===== config.mk =====
export PLATFORM = sky130hd
export DESIGN_NAME = dmi_reg_target_flat
export DESIGN_NICKNAME = d
export VERILOG_FILES = /design/src/rtl/dmi_pkg.sv /design/src/rtl/dmi_reg_target_if.sv /design/src/rtl/dmi_regbank.sv /design/src/rtl/dmi_reg_target.sv /design/src/flat_wrapper.sv
export SDC_FILE = /design/constraint.sdc
export NUM_CORES = 1
export LEC_CHECK = 0
export ABC_AREA = 1
export CORE_ASPECT_RATIO = 1.2
export CORE_MARGIN = 5
export CORE_UTILIZATION = 45
export CTS_BUF_LIST = sky130_fd_sc_hd__clkbuf_4 sky130_fd_sc_hd__clkbuf_8
export CTS_CLUSTER_DIAMETER = 30
export DETAILED_ROUTE_END_ITERATION = 8
export GPL_ROUTABILITY_DRIVEN = 1
export GPL_TIMING_DRIVEN = 0
export PLACE_DENSITY_LB_ADDON = 0.2
export SYNTH_ARGS = -nofsm -noshare
export SYNTH_HDL_FRONTEND = slang
export SYNTH_SLANG_ARGS = --single-unit

===== constraint.sdc =====
create_clock -name clk -period 3.4 [get_ports clk]
set_input_delay 0.51 -clock clk [delete_from_list [all_inputs] [get_ports clk]]
set_output_delay 0.51 -clock clk [all_outputs]
set_load 0.1 [all_outputs]

===== src/rtl/dmi_pkg.sv =====
// Shared definitions for the debug-module-interface register target.
// Holds op codes, response codes, the address map, FSM state encodings
// and the captured-request record used by dmi_reg_target and dmi_regbank.
package dmi_pkg;

  localparam logic [1:0] OP_NOP   = 2'd0;
  localparam logic [1:0] OP_READ  = 2'd1;
  localparam logic [1:0] OP_WRITE = 2'd2;
  localparam logic [1:0] OP_RSVD  = 2'd3;

  localparam logic [1:0] RESP_OK   = 2'd0;
  localparam logic [1:0] RESP_FAIL = 2'd2;

  localparam logic [6:0] ADDR_SCRATCH_LO = 7'h04;
  localparam logic [6:0] ADDR_SCRATCH_HI = 7'h0B;
  localparam logic [6:0] ADDR_ID         = 7'h10;
  localparam logic [6:0] ADDR_STATUS     = 7'h11;
  localparam logic [6:0] ADDR_EXIT       = 7'h3F;

  localparam logic [1:0] ST_IDLE = 2'd0;
  localparam logic [1:0] ST_WAIT = 2'd1;
  localparam logic [1:0] ST_RESP = 2'd2;

  typedef struct packed {
    logic [6:0]  addr;
    logic [1:0]  op;
    logic [31:0] data;
  } dmi_req_t;

endpackage


===== src/rtl/dmi_reg_target_if.sv =====
// Request/response handshake bundle between a debug transport (master)
// and the register target (slave).
//   debug_req_*  : request valid/ready, 7-bit address, 2-bit op, 32-bit data
//   debug_resp_* : response valid/ready, 2-bit resp code, 32-bit read data
interface dmi_reg_target_if;
  logic        debug_req_valid;
  logic        debug_req_ready;
  logic [6:0]  debug_req_bits_addr;
  logic [1:0]  debug_req_bits_op;
  logic [31:0] debug_req_bits_data;
  logic        debug_resp_valid;
  logic        debug_resp_ready;
  logic [1:0]  debug_resp_bits_resp;
  logic [31:0] debug_resp_bits_data;

  modport master (
    output debug_req_valid, debug_req_bits_addr, debug_req_bits_op,
           debug_req_bits_data, debug_resp_ready,
    input  debug_req_ready, debug_resp_valid, debug_resp_bits_resp,
           debug_resp_bits_data
  );

  modport slave (
    input  debug_req_valid, debug_req_bits_addr, debug_req_bits_op,
           debug_req_bits_data, debug_resp_ready,
    output debug_req_ready, debug_resp_valid, debug_resp_bits_resp,
           debug_resp_bits_data
  );
endinterface


===== src/rtl/dmi_regbank.sv =====
// Register storage and address decode for the DMI target.
//   clk, reset : clock, synchronous active-high reset
//   we_i       : apply a write this cycle (only lands on writable addresses)
//   op_i       : op of the request being evaluated
//   addr_i     : register address
//   wdata_i    : write data
//   status_i   : accepted-request count to report through STATUS
//   rdata_o    : response data (0 for non-reads and failures)
//   resp_o     : response code for op_i/addr_i
//   exit_o     : EXIT register contents
module dmi_regbank
  import dmi_pkg::*;
#(
  parameter logic [31:0] ID_VALUE = 32'h0000_0001
) (
  input  logic        clk,
  input  logic        reset,
  input  logic        we_i,
  input  logic [1:0]  op_i,
  input  logic [6:0]  addr_i,
  input  logic [31:0] wdata_i,
  input  logic [15:0] status_i,
  output logic [31:0] rdata_o,
  output logic [1:0]  resp_o,
  output logic [31:0] exit_o
);

  logic [31:0] scratch_q [8];
  logic [31:0] exit_q;
  logic        is_scratch;
  logic        mapped;
  logic        writable;
  logic [2:0]  idx;
  logic [31:0] reg_val;

  assign is_scratch = (addr_i >= ADDR_SCRATCH_LO) && (addr_i <= ADDR_SCRATCH_HI);
  // 0x04..0x0B -> 0..7: low three bits plus 4, modulo 8
  assign idx        = addr_i[2:0] + 3'd4;
  assign writable   = is_scratch || (addr_i == ADDR_EXIT);
  assign mapped     = writable || (addr_i == ADDR_ID) || (addr_i == ADDR_STATUS);

  always_comb begin
    reg_val = 32'h0;
    if (is_scratch)                reg_val = scratch_q[idx];
    else if (addr_i == ADDR_ID)     reg_val = ID_VALUE;
    else if (addr_i == ADDR_STATUS) reg_val = {16'h0, status_i};
    else if (addr_i == ADDR_EXIT)   reg_val = exit_q;
  end

  always_comb begin
    rdata_o = 32'h0;
    resp_o  = RESP_FAIL;
    case (op_i)
      OP_NOP:   resp_o = RESP_OK;
      OP_READ: begin
        if (mapped) begin
          resp_o  = RESP_OK;
          rdata_o = reg_val;
        end
      end
      OP_WRITE: resp_o = writable ? RESP_OK : RESP_FAIL;
      default:  resp_o = RESP_FAIL;
    endcase
  end

  always_ff @(posedge clk) begin
    if (reset) begin
      for (int i = 0; i < 8; i++) scratch_q[i] <= 32'h0;
      exit_q <= 32'h0;
    end else if (we_i && writable) begin
      if (is_scratch) scratch_q[idx] <= wdata_i;
      else            exit_q         <= wdata_i;
    end
  end

  assign exit_o = exit_q;

endmodule


===== src/rtl/dmi_reg_target.sv =====
// DMI register target: accepts one request at a time, waits LATENCY extra
// cycles, then presents a response until the consumer takes it.
//   clk, reset : clock, synchronous active-high reset
//   dmi        : request/response handshake bundle (slave side)
//   exit       : sticky exit code from the EXIT register
module dmi_reg_target
  import dmi_pkg::*;
#(
  parameter logic [31:0] ID_VALUE = 32'h0000_0001,
  parameter int unsigned LATENCY  = 1
) (
  input  logic             clk,
  input  logic             reset,
  dmi_reg_target_if.slave  dmi,
  output logic [31:0]      exit
);

  logic [1:0]  state_q, state_d;
  logic [3:0]  cnt_q, cnt_d;
  logic [15:0] count_q, count_d;
  dmi_req_t    req_q, bus_req, eval_req;
  logic [1:0]  resp_q;
  logic [31:0] rdata_q;
  logic        accept;
  logic        enter_resp;
  logic [31:0] rb_rdata;
  logic [1:0]  rb_resp;
  logic [31:0] rb_exit;

  assign bus_req = '{addr: dmi.debug_req_bits_addr,
                     op:   dmi.debug_req_bits_op,
                     data: dmi.debug_req_bits_data};
  assign accept  = dmi.debug_req_valid && (state_q == ST_IDLE);
  assign count_d = accept ? count_q + 16'd1 : count_q;

  // With LATENCY==0 RESP is entered on the accept edge itself, so the
  // request being evaluated comes straight from the bus in that case.
  assign eval_req = (state_q == ST_IDLE) ? bus_req : req_q;

  always_comb begin
    state_d    = state_q;
    cnt_d      = cnt_q;
    enter_resp = 1'b0;
    case (state_q)
      ST_IDLE: begin
        if (accept) begin
          if (LATENCY == 0) begin
            state_d    = ST_RESP;
            enter_resp = 1'b1;
          end else begin
            state_d = ST_WAIT;
            cnt_d   = 4'(LATENCY);
          end
        end
      end
      ST_WAIT: begin
        cnt_d = cnt_q - 4'd1;
        if (cnt_q == 4'd1) begin
          state_d    = ST_RESP;
          enter_resp = 1'b1;
        end
      end
      ST_RESP: if (dmi.debug_resp_ready) state_d = ST_IDLE;
      default: state_d = ST_IDLE;
    endcase
  end

  // Side effects happen once, on the edge that enters RESP; STATUS sees the
  // post-accept count so a STATUS read includes itself.
  dmi_regbank #(.ID_VALUE(ID_VALUE)) u_regbank (
    .clk      (clk),
    .reset    (reset),
    .we_i     (enter_resp && (eval_req.op == OP_WRITE)),
    .op_i     (eval_req.op),
    .addr_i   (eval_req.addr),
    .wdata_i  (eval_req.data),
    .status_i (count_d),
    .rdata_o  (rb_rdata),
    .resp_o   (rb_resp),
    .exit_o   (rb_exit)
  );

  always_ff @(posedge clk) begin
    if (reset) begin
      state_q <= ST_IDLE;
      cnt_q   <= 4'd0;
      count_q <= 16'd0;
      req_q   <= '0;
      resp_q  <= RESP_OK;
      rdata_q <= 32'h0;
    end else begin
      state_q <= state_d;
      cnt_q   <= cnt_d;
      count_q <= count_d;
      if (accept) req_q <= bus_req;
      if (enter_resp) begin
        resp_q  <= rb_resp;
        rdata_q <= rb_rdata;
      end
    end
  end

  // Outputs are forced low while reset is held, and response bits are
  // zero whenever no response is being presented.
  assign dmi.debug_req_ready      = (state_q == ST_IDLE) && !reset;
  assign dmi.debug_resp_valid     = (state_q == ST_RESP) && !reset;
  assign dmi.debug_resp_bits_resp = dmi.debug_resp_valid ? resp_q : 2'd0;
  assign dmi.debug_resp_bits_data = dmi.debug_resp_valid ? rdata_q : 32'h0;
  assign exit                     = reset ? 32'h0 : rb_exit;

endmodule


===== src/flat_wrapper.sv =====
// flat-port wrapper written by rule: the top's interface ports become plain ports
module dmi_reg_target_flat import dmi_pkg::*;
#(
  parameter logic [31:0] ID_VALUE = 32'h0000_0001,
  parameter int unsigned LATENCY  = 1
)
  (clk, reset, exit, dmi_debug_req_valid, dmi_debug_req_bits_addr, dmi_debug_req_bits_op, dmi_debug_req_bits_data, dmi_debug_resp_ready, dmi_debug_req_ready, dmi_debug_resp_valid, dmi_debug_resp_bits_resp, dmi_debug_resp_bits_data);
  dmi_reg_target_if dmi_i ();
  input  logic clk;
  input  logic reset;
  output logic [31:0] exit;
  input wire logic [$bits(dmi_i.debug_req_valid)-1:0] dmi_debug_req_valid;
  input wire logic [$bits(dmi_i.debug_req_bits_addr)-1:0] dmi_debug_req_bits_addr;
  input wire logic [$bits(dmi_i.debug_req_bits_op)-1:0] dmi_debug_req_bits_op;
  input wire logic [$bits(dmi_i.debug_req_bits_data)-1:0] dmi_debug_req_bits_data;
  input wire logic [$bits(dmi_i.debug_resp_ready)-1:0] dmi_debug_resp_ready;
  output wire logic [$bits(dmi_i.debug_req_ready)-1:0] dmi_debug_req_ready;
  output wire logic [$bits(dmi_i.debug_resp_valid)-1:0] dmi_debug_resp_valid;
  output wire logic [$bits(dmi_i.debug_resp_bits_resp)-1:0] dmi_debug_resp_bits_resp;
  output wire logic [$bits(dmi_i.debug_resp_bits_data)-1:0] dmi_debug_resp_bits_data;
  assign dmi_i.debug_req_valid = dmi_debug_req_valid;
  assign dmi_i.debug_req_bits_addr = dmi_debug_req_bits_addr;
  assign dmi_i.debug_req_bits_op = dmi_debug_req_bits_op;
  assign dmi_i.debug_req_bits_data = dmi_debug_req_bits_data;
  assign dmi_i.debug_resp_ready = dmi_debug_resp_ready;
  assign dmi_debug_req_ready = dmi_i.debug_req_ready;
  assign dmi_debug_resp_valid = dmi_i.debug_resp_valid;
  assign dmi_debug_resp_bits_resp = dmi_i.debug_resp_bits_resp;
  assign dmi_debug_resp_bits_data = dmi_i.debug_resp_bits_data;
  dmi_reg_target #(.ID_VALUE(ID_VALUE), .LATENCY(LATENCY)) u_core (.clk(clk), .reset(reset), .dmi(dmi_i), .exit(exit));
endmodule

==> results.sh <==
export IMPL_status="completed"
export IMPL_yosysTopAreaCellShare=0.405
export IMPL_synth_distinct_cells=36
export IMPL_antennaDiodeCount=0
export IMPL_hp_class="register to register"
export IMPL_antenna_found_initial=4
export IMPL_hold_viol_final=0
export IMPL_grt_pass1_wl_um=87200
export IMPL_max_freq_ghz=0.306
export IMPL_p_leak_uw=0.00983
export IMPL_slew_headroom=0.0776
export IMPL_clock_sinks=384
export IMPL_ctsRootBufferMaster="clkbuf_8"
export IMPL_drt_wl_total_um=57000
export IMPL_htree_levels=3
export IMPL_first_global_vias=15700
export IMPL_cts_resized_gates=62
export IMPL_dr_first_iter_drc_count=1355
export IMPL_arrival_ns=3.58
export IMPL_initial_core_util=0.454
export IMPL_ys_seq_area_frac=0.540
export IMPL_cts_buffers=80
export IMPL_post_route_period_util=0.962
export IMPL_timing_critical_path_from_type="register"
export IMPL_die_w_um=197
export IMPL_p_sw_uw=3630
export IMPL_numPortBuffers=110
export IMPL_ys_warn_count=0
export IMPL_syn_nets=2399
export IMPL_die_y_um=235
export IMPL_clockPowerShare=0.437
export IMPL_fin_util=0.544
export IMPL_critPathCaptureType="register"
export IMPL_cts_tree="yes"
export IMPL_rsz0062_at_grt="no"
export IMPL_grt_overflow=0
export IMPL_netlist_top_cells_area="edfxtp_1, nand2_1, dfxtp_1"
export IMPL_post_cts_setup_buffers=0
export IMPL_wl_per_cell_um=18.1
export IMPL_combPwrFrac=0.151
export IMPL_clk_path_buf_depth=3
export IMPL_grt_usage=0.241
export IMPL_area_delta_synth_final_pct=19.7
export IMPL_drc=0
export IMPL_nNetsFinal=2593
export IMPL_coreArea_um2=41800
export IMPL_die_area_um2=46400
export IMPL_irDropWorstVdd_v=0.000312
export IMPL_fin_skew_ns=0.0359
export IMPL_cts_hold_buf=0
export IMPL_via_per_inst=5.09
export IMPL_clkTransAtPathRegs_ns=0.05
export IMPL_drt_first_pass_iters=5
export IMPL_num_vias=16100
export IMPL_synth_area_leader_cell="edfxtp_1"
export IMPL_p_total_uw=12600
export IMPL_min_period_ns=3.27
export IMPL_worst_pin_slew_ns=1.38
export IMPL_ioPinCount=113
export IMPL_tns_ns=0
export IMPL_final_setup_viol_count=0
export IMPL_synth_seq_cells=384
export IMPL_synthCells=2351
export IMPL_cp_required_ns=3.71
export IMPL_slew_violations=0
export IMPL_hpwlAfterDp_um=41900
export IMPL_antenna_left=0
export IMPL_maxCapViolCount=0
export IMPL_swShare=0.288
export IMPL_power_frac_seq=0.412
export IMPL_grt_start_max_net_pins=33
export IMPL_rows=82
export IMPL_critical_path_class="register to register"
export IMPL_gp_congestion=0.897
export IMPL_crit_fanout=25
export IMPL_insertion_delay_ns=0.64
export IMPL_layout_drive_gt1_share=0.113
export IMPL_p_int_uw=8990
export IMPL_netlist_area_um2=19000
export IMPL_avgSynthCellArea_um2=8.07
export IMPL_powerDensity_nw_per_um2=556
[cells in the mapped netlist]
| library cell | n |
|---|---|
| nand2_2 | 8 |
| nand3b_2 | 1 |
| nand3_1 | 178 |
| or2_2 | 6 |
| edfxtp_1 | 256 |
| mux2i_1 | 33 |
| nor2_4 | 2 |
| nor2_1 | 435 |
| nand4_1 | 8 |
| nor3_1 | 7 |
| conb_1 | 1 |
| a21oi_1 | 78 |
| xnor2_1 | 2 |
| buf_6 | 27 |
| or2_0 | 28 |
| nor2_8 | 3 |
| nand2_4 | 8 |
| buf_1 | 11 |
| o21ai_1 | 2 |
| nand3_4 | 10 |
| dfxtp_1 | 128 |
| xor2_1 | 5 |
| a211oi_1 | 2 |
| inv_1 | 231 |
| nand2_1 | 708 |
| clkbuf_1 | 76 |
| buf_4 | 2 |
| o21bai_1 | 1 |
| inv_2 | 7 |
| ha_1 | 3 |
| buf_2 | 19 |
| o21ai_0 | 56 |
| o31ai_1 | 1 |
| a31oi_1 | 1 |
| o21ai_2 | 3 |
| nor2_2 | 4 |
[power groups by stage]
stage / sequential, uW / clock [uW] / combinational, uW
floorplan: 5280 / 0 / 1180
detailed placement: 5290 / 0 / 1860
CTS: 5200 / 5580 / 1870
finish: 5200 / 5520 / 1910
global route: 5210 / 5820 / 2070
global placement: 5290 / 0 / 1830
[layout make-up]
class,instances,area [um2]
fill,3940,19000
sequential,384,10200
multi-input combinational,1594,7240
clock buffer,105,1350
timing repair buffer,112,1080
inverter,238,893
buffer,135,741
tap,546,683
clock inverter,40,492
[per-layer routing]
metal / wire (um) / GRT usage / share of wire
met5: 0 / 0 / 0
met4: 1660 / 0.0874 / 0.029
met3: 4820 / 0.0443 / 0.085
met2: 27600 / 0.415 / 0.48
met1: 22900 / 0.304 / 0.40
[worst paths after layout]
path                           from                          endpoint  slack [ns]  cells after the start
hold reg to reg    u_core.req_q[39]                  u_core.req_q[39]        0.46                      2
setup reg to reg  u_core.state_q[0]  u_core.u_regbank.scratch_q[0][7]        0.13                     11
setup / recovery  u_core.state_q[0]  u_core.u_regbank.scratch_q[0][7]        0.13                     11
hold / removal     u_core.req_q[39]                  u_core.req_q[39]        0.46                      2
[registers in the layout, summed over array words and instances, names as in the netlist]
register,cells
u_core.count_q,16
u_core.resp_q,1
u_core.req_q,41
u_core.u_regbank.exit_o,32
u_core.rdata_q,32
u_core.cnt_q,4
u_core.state_q,2
u_core.u_regbank.scratch_q,256
[worst max-delay path: stages, from the launching register on]
cell and delay, ns:
dfxtp_1 0.38, nor2_4 0.20, buf_6 0.17, buf_6 0.23
nand2_2 0.22, nand2_2 0.21, buf_2 0.30, buf_4 0.31
nand3_4 0.20, buf_6 0.21, nand2_2 0.24, buf_12 0.25
[cell families after synthesis]
| family | count (synthesis) | synth area share |
|---|---|---|
| AND/OR/NAND/NOR | 1406 | 0.312 |
| flip-flops | 384 | 0.540 |
| buffers and inverters | 373 | 0.0861 |
| AO/OA/AOI/OAI | 144 | 0.0392 |
| multiplexers | 33 | 0.0174 |
| XOR/XNOR | 7 | 0.00323 |
| adder cells (fa/ha/maj) | 3 | 0.00198 |
| other | 1 | 0.000198 |
[cell usage in the layout (no fill, tap or decap), drive strengths merged, types with 61 or more instances in the layout]
cell type / synthesis / final
inv: 238 / 241
a21oi: 78 / 78
edfxtp: 256 / 256
nor2: 444 / 444
buf: 59 / 61
nand3: 188 / 188
nand2: 724 / 724
dfxtp: 128 / 128
clkbuf: 76 / 190
o21ai: 61 / 61
[metrics by stage]
stage / hold WS (ns) / cell area [um2] / setup slack, ns / cells
detailed placement: 0.447 / 20900 / -0.573 / 3009
CTS: 0.454 / 22700 / 0.00655 / 3154
global placement: 0.440 / 20900 / -1.10 / 3007
finish: 0.456 / 22700 / 0.128 / 3154
floorplan: 0.430 / 19100 / -0.0636 / 2351
global route: 0.484 / 22700 / 0.00228 / 3154
Power figures use the tool's default switching activity.
